===== config.mk =====
export PLATFORM = sky130hd
export DESIGN_NAME = sma_decimator
export DESIGN_NICKNAME = d
export VERILOG_FILES = /design/src/rtl/sma_decimator_pkg.sv /design/src/rtl/sma_dec_fifo.sv /design/src/rtl/sma_decimator.sv
export SDC_FILE = /design/constraint.sdc
export NUM_CORES = 1
export LEC_CHECK = 0
export CORE_AREA = 2 2 170 89
export DETAILED_ROUTE_END_ITERATION = 16
export DIE_AREA = 0 0 172 91
export SYNTH_ARGS = -nofsm -noshare
export SYNTH_HDL_FRONTEND = slang
export SYNTH_SLANG_ARGS = --single-unit
export TNS_END_PERCENT = 50

===== constraint.sdc =====
create_clock -name clk -period 3.2 [get_ports clk]
set_input_delay 0.48 -clock clk [delete_from_list [all_inputs] [get_ports clk]]
set_output_delay 0.48 -clock clk [all_outputs]
set_load 0.005 [all_outputs]

===== src/rtl/sma_decimator_pkg.sv =====
// -----------------------------------------------------------------------------
// sma_decimator_pkg
// Shared definitions for the SMA decimator slice: default sample width, the
// largest supported decimation exponent, FIFO depth limits and small helpers
// used to size the accumulator and validate parameters at elaboration.
// No ports (package).
// -----------------------------------------------------------------------------
package sma_decimator_pkg;

  localparam int SMA_DATA_W       = 16;
  localparam int SMA_DEC_LOG2_MAX = 4;
  localparam int SMA_FIFO_MIN     = 2;
  localparam int SMA_FIFO_MAX     = 16;

  // A block of 2**dec_log2 samples needs dec_log2 guard bits above the sample.
  function automatic int acc_width(input int data_w, input int dec_log2);
    return data_w + dec_log2;
  endfunction

  function automatic bit is_pow2(input int v);
    return (v > 32'sd0) && ((v & (v - 32'sd1)) == 32'sd0);
  endfunction

endpackage


===== src/rtl/sma_dec_fifo.sv =====
// -----------------------------------------------------------------------------
// sma_dec_fifo
// Synchronous FIFO, DATA_W x DEPTH, with a registered head word.
// The head register holds the oldest entry and keeps its last value once the
// FIFO drains, so the consumer-facing data never shows stale RAM contents.
// A push and a pop in the same cycle both take effect, also when full.
// Ports:
//   clk, rst (async, active-low)
//   push  in  : write din (ignored when full unless popping the same cycle)
//   pop   in  : remove head (ignored when empty)
//   din   in  : data to write
//   head  out : oldest entry (holds last value when empty)
//   full  out : DEPTH entries stored
//   empty out : no entries stored
// -----------------------------------------------------------------------------
module sma_dec_fifo
  import sma_decimator_pkg::*;
#(
  parameter int DATA_W = SMA_DATA_W,
  parameter int DEPTH  = 4
) (
  input  logic              clk,
  input  logic              rst,
  input  logic              push,
  input  logic              pop,
  input  logic [DATA_W-1:0] din,
  output logic [DATA_W-1:0] head,
  output logic              full,
  output logic              empty
);

  localparam int PTR_W = $clog2(DEPTH);
  localparam int CNT_W = PTR_W + 1;

  if (!is_pow2(DEPTH) || (DEPTH < SMA_FIFO_MIN) || (DEPTH > SMA_FIFO_MAX)) begin : g_bad_depth
    $error("sma_dec_fifo: DEPTH must be a power of two in 2..16");
  end

  logic [DATA_W-1:0] mem_r [DEPTH];
  logic [PTR_W-1:0]  wr_ptr_r;
  logic [PTR_W-1:0]  rd_ptr_r;
  logic [PTR_W-1:0]  rd_next_s;
  logic [CNT_W-1:0]  cnt_r;
  logic [DATA_W-1:0] head_r;
  logic [DATA_W-1:0] head_nxt_s;
  logic              full_s;
  logic              empty_s;
  logic              pop_ok_s;
  logic              push_ok_s;

  assign full_s    = (cnt_r == CNT_W'(DEPTH));
  assign empty_s   = (cnt_r == {CNT_W{1'b0}});
  assign pop_ok_s  = pop && !empty_s;
  // Full is no obstacle when the head leaves in the same cycle.
  assign push_ok_s = push && (!full_s || pop_ok_s);
  assign rd_next_s = rd_ptr_r + PTR_W'(1'b1);

  // Next head word: follows the entry behind the popped one, or the incoming
  // word when it lands in an empty (or just-emptied) FIFO.
  always_comb begin
    head_nxt_s = head_r;
    if (pop_ok_s) begin
      if (cnt_r == CNT_W'(1'b1)) begin
        if (push_ok_s) begin
          head_nxt_s = din;
        end else begin
          head_nxt_s = head_r;
        end
      end else begin
        head_nxt_s = mem_r[rd_next_s];
      end
    end else if (empty_s && push_ok_s) begin
      head_nxt_s = din;
    end else begin
      head_nxt_s = head_r;
    end
  end

  // Storage array write port; contents need no reset since cnt_r gates reads.
  always_ff @(posedge clk) begin
    if (push_ok_s) begin
      mem_r[wr_ptr_r] <= din;
    end
  end

  // Pointers, occupancy count and head register.
  always_ff @(posedge clk or negedge rst) begin
    if (!rst) begin
      wr_ptr_r <= {PTR_W{1'b0}};
      rd_ptr_r <= {PTR_W{1'b0}};
      cnt_r    <= {CNT_W{1'b0}};
      head_r   <= {DATA_W{1'b0}};
    end else begin
      if (push_ok_s) begin
        wr_ptr_r <= wr_ptr_r + PTR_W'(1'b1);
      end
      if (pop_ok_s) begin
        rd_ptr_r <= rd_next_s;
      end
      case ({push_ok_s, pop_ok_s})
        2'b10:   cnt_r <= cnt_r + CNT_W'(1'b1);
        2'b01:   cnt_r <= cnt_r - CNT_W'(1'b1);
        default: cnt_r <= cnt_r;
      endcase
      head_r <= head_nxt_s;
    end
  end

  assign head  = head_r;
  assign full  = full_s;
  assign empty = empty_s;

endmodule


===== src/rtl/sma_decimator.sv =====
// -----------------------------------------------------------------------------
// sma_decimator
// Averages each non-overlapping block of 2**DEC_LOG2 signed samples from the
// upstream SMA filter and queues one result per block in an output FIFO.
// Build option: define SMA_DEC_ROUND_EN to round half up instead of flooring.
// Ports:
//   clk, rst (async, active-low)
//   in_data   in  : signed sample, valid when in_valid
//   in_valid  in  : new sample this cycle (no upstream backpressure)
//   out_data  out : signed block average, head of FIFO (qualify with out_valid)
//   out_valid out : FIFO not empty
//   out_ready in  : consumer takes out_data when out_valid && out_ready
//   overflow  out : sticky, a block result was dropped because the FIFO was full
//   clr_ovf   in  : synchronous clear of overflow (a same-cycle drop wins)
// -----------------------------------------------------------------------------
module sma_decimator
  import sma_decimator_pkg::*;
#(
  parameter int DATA_W     = SMA_DATA_W,
  parameter int DEC_LOG2   = 2,
  parameter int FIFO_DEPTH = 4
) (
  input  logic              clk,
  input  logic              rst,
  input  logic [DATA_W-1:0] in_data,
  input  logic              in_valid,
  output logic [DATA_W-1:0] out_data,
  output logic              out_valid,
  input  logic              out_ready,
  output logic              overflow,
  input  logic              clr_ovf
);

  localparam int ACC_W = acc_width(DATA_W, DEC_LOG2);

  if ((DEC_LOG2 < 32'sd1) || (DEC_LOG2 > SMA_DEC_LOG2_MAX)) begin : g_bad_dec
    $error("sma_decimator: DEC_LOG2 must be 1..4");
  end

  localparam logic [DEC_LOG2-1:0] PHASE_LAST = {DEC_LOG2{1'b1}};

`ifdef SMA_DEC_ROUND_EN
  // Half an LSB of the shifted result; the block sum has room for it because
  // 2**DEC_LOG2 full-scale samples leave at least 2**DEC_LOG2 - 1 of headroom.
  localparam logic signed [ACC_W-1:0] RND_INC = ACC_W'(1'b1) << (DEC_LOG2 - 1);
`endif

  logic signed [ACC_W-1:0]  acc_r;
  logic signed [ACC_W-1:0]  sext_s;
  logic signed [ACC_W-1:0]  sum_s;
  logic [DATA_W-1:0]        result_s;
  logic [DEC_LOG2-1:0]      phase_r;
  logic                     push_s;
  logic                     pop_s;
  logic                     drop_s;
  logic                     full_s;
  logic                     empty_s;
  logic                     overflow_r;

  assign sext_s = {{DEC_LOG2{in_data[DATA_W-1]}}, in_data};
  assign sum_s  = acc_r + sext_s;

  // Block average; the shifted value always fits DATA_W so truncation is exact.
  always_comb begin
`ifdef SMA_DEC_ROUND_EN
    result_s = DATA_W'((sum_s + RND_INC) >>> DEC_LOG2);
`else
    result_s = DATA_W'(sum_s >>> DEC_LOG2);
`endif
  end

  assign push_s = in_valid && (phase_r == PHASE_LAST);
  assign pop_s  = out_ready && !empty_s;
  assign drop_s = push_s && full_s && !pop_s;

  // Block accumulator and phase; both hold through gaps in in_valid.
  always_ff @(posedge clk or negedge rst) begin
    if (!rst) begin
      acc_r   <= {ACC_W{1'b0}};
      phase_r <= {DEC_LOG2{1'b0}};
    end else if (in_valid) begin
      if (phase_r == {DEC_LOG2{1'b0}}) begin
        acc_r <= sext_s;
      end else begin
        acc_r <= sum_s;
      end
      // Power-of-two block length: the counter wraps to 0 on its own.
      phase_r <= phase_r + DEC_LOG2'(1'b1);
    end else begin
      acc_r   <= acc_r;
      phase_r <= phase_r;
    end
  end

  // Sticky drop flag; a drop in the same cycle as clr_ovf keeps it set.
  always_ff @(posedge clk or negedge rst) begin
    if (!rst) begin
      overflow_r <= 1'b0;
    end else if (drop_s) begin
      overflow_r <= 1'b1;
    end else if (clr_ovf) begin
      overflow_r <= 1'b0;
    end else begin
      overflow_r <= overflow_r;
    end
  end

  sma_dec_fifo #(
    .DATA_W (DATA_W),
    .DEPTH  (FIFO_DEPTH)
  ) u_fifo (
    .clk   (clk),
    .rst   (rst),
    .push  (push_s),
    .pop   (pop_s),
    .din   (result_s),
    .head  (out_data),
    .full  (full_s),
    .empty (empty_s)
  );

  assign out_valid = !empty_s;
  assign overflow  = overflow_r;

endmodule


# After elaboration in Yosys (flattened, before gate mapping)
# Memory sizes are Yosys's and may differ from the RTL's.
# Index checks and enable logic that the tools add are counted.
[word_totals] regBits=44 latch_bits=0 ramBits=64 mem_bits_ro=0 input_bits=21 output_inout_bits=18 memories=1
[op_classes] addsub=6 n_mul=0 n_div=0 n_lt_le_gt_ge=0 eq_ne=6 shift=0 muxes=10 bitwise=0 n_reduce_logical=17
[mem_list] name="u_fifo.mem_r" words=4 width=16 read_ports=1 rd_clocked_by_memory_dff=0 wr=1 line="sma_dec_fifo.sv:39" rtl="logic [DATA_W-1:0] mem_r [DEPTH];"
[op_table] operator="two-way mux 16 bit" count=4
[op_table] operator="adder 18 x 16 -> 18 bit" count=1
[op_table] operator="two-way mux 18 bit" count=1
[op_table] operator="logical AND 1 bit" count=7
[op_table] operator="adder 2 x 1 -> 2 bit, second input constant" count=3
[op_table] operator="case mux 3 bit (2 select lines)" count=1
[op_table] operator="nonzero test 2 bit" count=3
[op_table] operator="== test 2 bit, second input constant" count=2
[op_table] operator="two-way mux 1 bit" count=4
[op_table] operator="adder 3 x 1 -> 3 bit, second input constant" count=1
[op_table] operator="== test 3 x 1 -> 1 bit, second input constant" count=1
[op_table] operator="== test 3 bit, second input constant" count=1
[op_table] operator="zero test 1 bit" count=3
[op_table] operator="zero test 3 bit" count=1
[op_table] operator="!= test 3 bit, second input constant" count=1
[op_table] operator="subtractor 3 x 1 -> 3 bit, second input constant" count=1
[op_table] operator="== test 2 x 1 -> 1 bit, second input constant" count=1
[op_table] operator="zero test 2 bit" count=1
[op_table] operator="AND reduction 2 bit" count=1
[op_table] operator="logical OR 1 bit" count=1

# Longest topological paths before layout
[logic_depth] word_depth=9 depth_mapped=10 ltp_nobuf=10

# Modules after synthesis
# Synthesis repeated with hierarchy kept, for this count alone.
[hier_totals] hier_cells=404 area_unflattened_um2=5449.0
[by_module_without_submodules] module="sma_dec_fifo" n_inst=1 cells_per_inst=201 area_each_um2=3663.5
[by_module_without_submodules] module="sma_decimator" n_inst=1 cells_per_inst=203 area_each_um2=1785.5

# Worst setup path before layout
# No wires, ideal clock.
[synth_timing] path_kind="in2reg" from="input port in_data[0]" to="register acc_r[14]" setup_time_ps=126 t_arrival_ps=2511 setup_slack_ps=563 cell_stages=9 path_cell_list="ha_1 -> inv_1 -> fa_1 -> and2b_1 -> o2111ai_1 -> a2111oi_2 -> nor3_1 -> xnor2_1 -> a221o_1"
[synth_between] elab_chain_len=2
[synth_lines] element="from (decl)" line="sma_decimator.sv:25" rtl="input logic [DATA_W-1:0] in_data,"
[synth_lines] element="adder 18 x 16 -> 18 bit" line="sma_decimator.sv:61" rtl="assign sum_s = acc_r + sext_s;"
[synth_lines] element="named net sum_s[14]" line="sma_decimator.sv:50" rtl="logic signed [ACC_W-1:0] sum_s;"
[synth_lines] element="two-way mux 18 bit" line="sma_decimator.sv:82" rtl="if (phase_r == {DEC_LOG2{1'b0}}) begin"
[synth_lines] element="to (signal assigned)" line="sma_decimator.sv:83" rtl="acc_r <= sext_s;"
[synth_lines] element="to (signal assigned)" line="sma_decimator.sv:85" rtl="acc_r <= sum_s;"
[synth_lines] element="to (signal assigned)" line="sma_decimator.sv:90" rtl="acc_r <= acc_r;"
[synth_lines] element="to (decl)" line="sma_decimator.sv:48" rtl="logic signed [ACC_W-1:0] acc_r;"
# The timed path passes the listed nets, and every way through them passes these cells.
# A chain may end at the register's enable or synchronous reset.

# Worst setup path after layout
# Ends and elaborated chain as after synthesis.

==> run summary <==
outcome -> completed
initial antenna violation count -> 0
Synth area leader -> edfxtp_1
pin count of the biggest net entering global routing -> 37
Least-Margin Pin Slew -> 928 ps
met1 usage in global routing -> 28.7%
Synth top cells by count -> edfxtp_1 (64), dfrtp_1 (44), nand2_1 (37), nor2_1 (37), a21oi_1 (32)
met3 Usage GRT -> 3.27%
count leader, synth -> edfxtp_1
minimum clock period -> 3020 ps
reg2reg setup slack -> 450 ps
Post-DRT Antenna Nets -> 0
clk_skew -> 13.5 ps
GPL Wtd Cong -> 0.857
die width -> 172 microns
nets@finish -> 553
routed wire length -> 12.8 mm
Post-Syn Nets -> 493
Clk Latency, worst-skew pair -> 360 ps
Async SR Flop Fraction -> 40.7%
Post-Syn Instances -> 443
vias per cell -> 5.19
Static Leakage -> 2.55 nW
setup tns final -> 0 ps
dominant register cell in the synthesized netlist -> edfxtp_1
met2 Usage GRT -> 23.6%
die area -> 0.0157 sq mm
GRT Residual Overflow -> 0
n_diodes -> 0
Slew Limit Fails -> 0
post-DP HPWL -> 9.09 mm
Clock Sinks -> 108
Final Hold Vio Count -> 0
syn avg cell area -> 12.5 sq um
worst hold path type -> input pin to async pin
vias in the first global route -> 3642
Period Utilization, post-route -> 94.4%
ratio of cells with drive above 1 in the final layout -> 15.2%
CTS tree -> yes
total track usage -> 17.5%
cts bufs inserted -> 9
Unique masters post-synth -> 62
Starting Density -> 39.3%
Crit Path Class -> input pin to flip-flop
Synth Register Bits -> 108
CP Max Fanout -> 6
f_max -> 331 MHz
Req. time, crit path -> 3490 ps
CTS resizes -> 0
Storage cell area -> 0.00302 sq mm
post-synthesis cell area -> 0.00555 sq mm
Arrival @ worst endpoint -> 3310 ps
peak supply drop -> 0.410 mV
Max Buffers Root-to-Sink -> 2
Post-synth EDFFs -> 64
CORE AREA -> 0.0141 sq mm
area of the multi-input gates -> 0.00236 sq mm
DRC -> 0
endpoints failing setup -> 0
final worst setup slack -> 179 ps
RSZ-0062 raised after global routing -> no
routed via count -> 3667
Root Driver -> clkbuf_16
power per cell area -> 1070 mW/mm^2
post-placement cell count -> 690
area grow syn2layout -> 18.9%
Synth top area share -> 34.6%
Die Y -> 91 microns
Fill cells -> 1291
I/O Buffers -> 38
Place WS -> -128 ps
Initial DRC Count -> 349
Worst-path clk slew -> 80 ps
synth top area cells -> edfxtp_1 (35%), dfrtp_1 (20%), mux4_2 (6.5%)
CP Launch Type -> input pin
Most Crowded Layer GR -> met1
hold_buf cts -> 0
Rows -> 31
first-pass GRT wire length -> 20.5 mm
I/O Pins -> 39
capturing element type of the critical path -> flip-flop
Post-CTS Setup Inserts -> 0
sequential area share after synthesis -> 54.5%
average wire per standard cell -> 18.1 microns
CTS HTree Levels -> 3
DR pass1 iterations -> 4
Worst slew margin -> 38.1%
Max-Cap Viols -> 0
Non-Filler Instances -> 706
Synthesis Warnings -> 0
[report_power, final]
group / internal [W] / total, W / switching [W]
clock: 0.000564 / 0.00114 / 0.000574
sequential: 0.00214 / 0.00244 / 0.000304
combinational: 0.00161 / 0.00350 / 0.00189
[path summary, 6_finish.rpt]
| check | start | end | cells after the start |
|---|---|---|---|
| setup / recovery | in_data[0] | acc_r[14]$_DFFE_PN0P_ | 11 |
| hold / removal | rst | acc_r[6]$_DFFE_PN0P_ | 1 |
| setup reg to reg | acc_r[0]$_DFFE_PN0P_ | acc_r[14]$_DFFE_PN0P_ | 10 |
| hold reg to reg | u_fifo.head[5]$_DFFE_PN0P_ | u_fifo.head[5]$_DFFE_PN0P_ | 2 |
| max in group asynchronous | rst | u_fifo.rd_ptr_r[1]$_DFFE_PN0P_ | 2 |
| min in group clk | u_fifo.head[5]$_DFFE_PN0P_ | u_fifo.head[5]$_DFFE_PN0P_ | 2 |
[layout by cell type (no fill, tap or decap), types with 6 or more instances in the layout]
master           instances
edfxtp_1                64
dfrtp_1                 44
nand2_1                 37
nor2_1                  37
clkdlybuf4s50_1         37
a21oi_1                 32
buf_4                   31
ha_1                    28
mux4_2                  16
mux2i_1                 14
inv_1                   13
nor2b_1                 12
xnor2_1                 11
clkbuf_16                9
a21o_1                   8
o21ai_0                  8
a31oi_1                  8
nor3_1                   7
xor2_1                   7
and2_1                   6
[cell type report]
cell class	count	share of cell area, %
Inverter	13	0.740
Tap cell	198	3.75
Clock buffer	9	3.41
Timing Repair Buffer	69	9.22
Clock inverter	7	1.35
Multi-Input combinational cell	302	35.7
Sequential cell	108	45.8
[per-stage QoR]
| stage | total power [W] | instance area (sq um) | hold slack (ps) | utilization (%) |
|---|---|---|---|---|
| final | 0.00708 | 6600 | 193 | 46.7 |
| after global routing | 0.00758 | 6600 | 261 | 46.7 |
| after CTS | 0.00711 | 6600 | 193 | 46.7 |
| after detailed placement | 0.00595 | 6280 | 502 | 44.5 |
| after global placement | 0.00586 | 6280 | 482 | 44.5 |
| after floorplan | 0.00464 | 5550 | 184 | - |
[layer usage]
layer	part of all wire, %	vias up	wire length (microns)
met1	55	1790	7060
met2	39	93	5060
met5	0	-	0
li1	-	1770	-
met3	4.4	14	569
met4	0.91	0	116
[state kept, by name, summed over array words and instances, names as in the netlist]
| name | flops |
|---|---|
| u_fifo.mem_r | 64 |
| acc_r | 18 |
| u_fifo.head | 16 |
| u_fifo.cnt_r | 3 |
| phase_r | 2 |
| u_fifo.rd_ptr_r | 2 |
| u_fifo.wr_ptr_r | 2 |
| overflow | 1 |
[kinds of logic after synthesis]
logic type	after synthesis	share of synthesized area, %
compound gates	98	12.6
xor+xnor	19	3.13
fa+ha+maj	29	6.68
buf+inv	33	3.04
flops	108	54.5
mux	31	9.22
simple gates	125	10.8
[worst max-delay path, cell delays in order]
cell,delay (ps)
clkdlybuf4s50_1,480
ha_1,170
inv_1,50
fa_1,390
and2b_1,230
o2111ai_1,160
a2111oi_2,420
buf_4,180
nor3_1,60
xnor2_1,420
a221o_1,250
No activity file was read; power rests on OpenSTA's default activity.
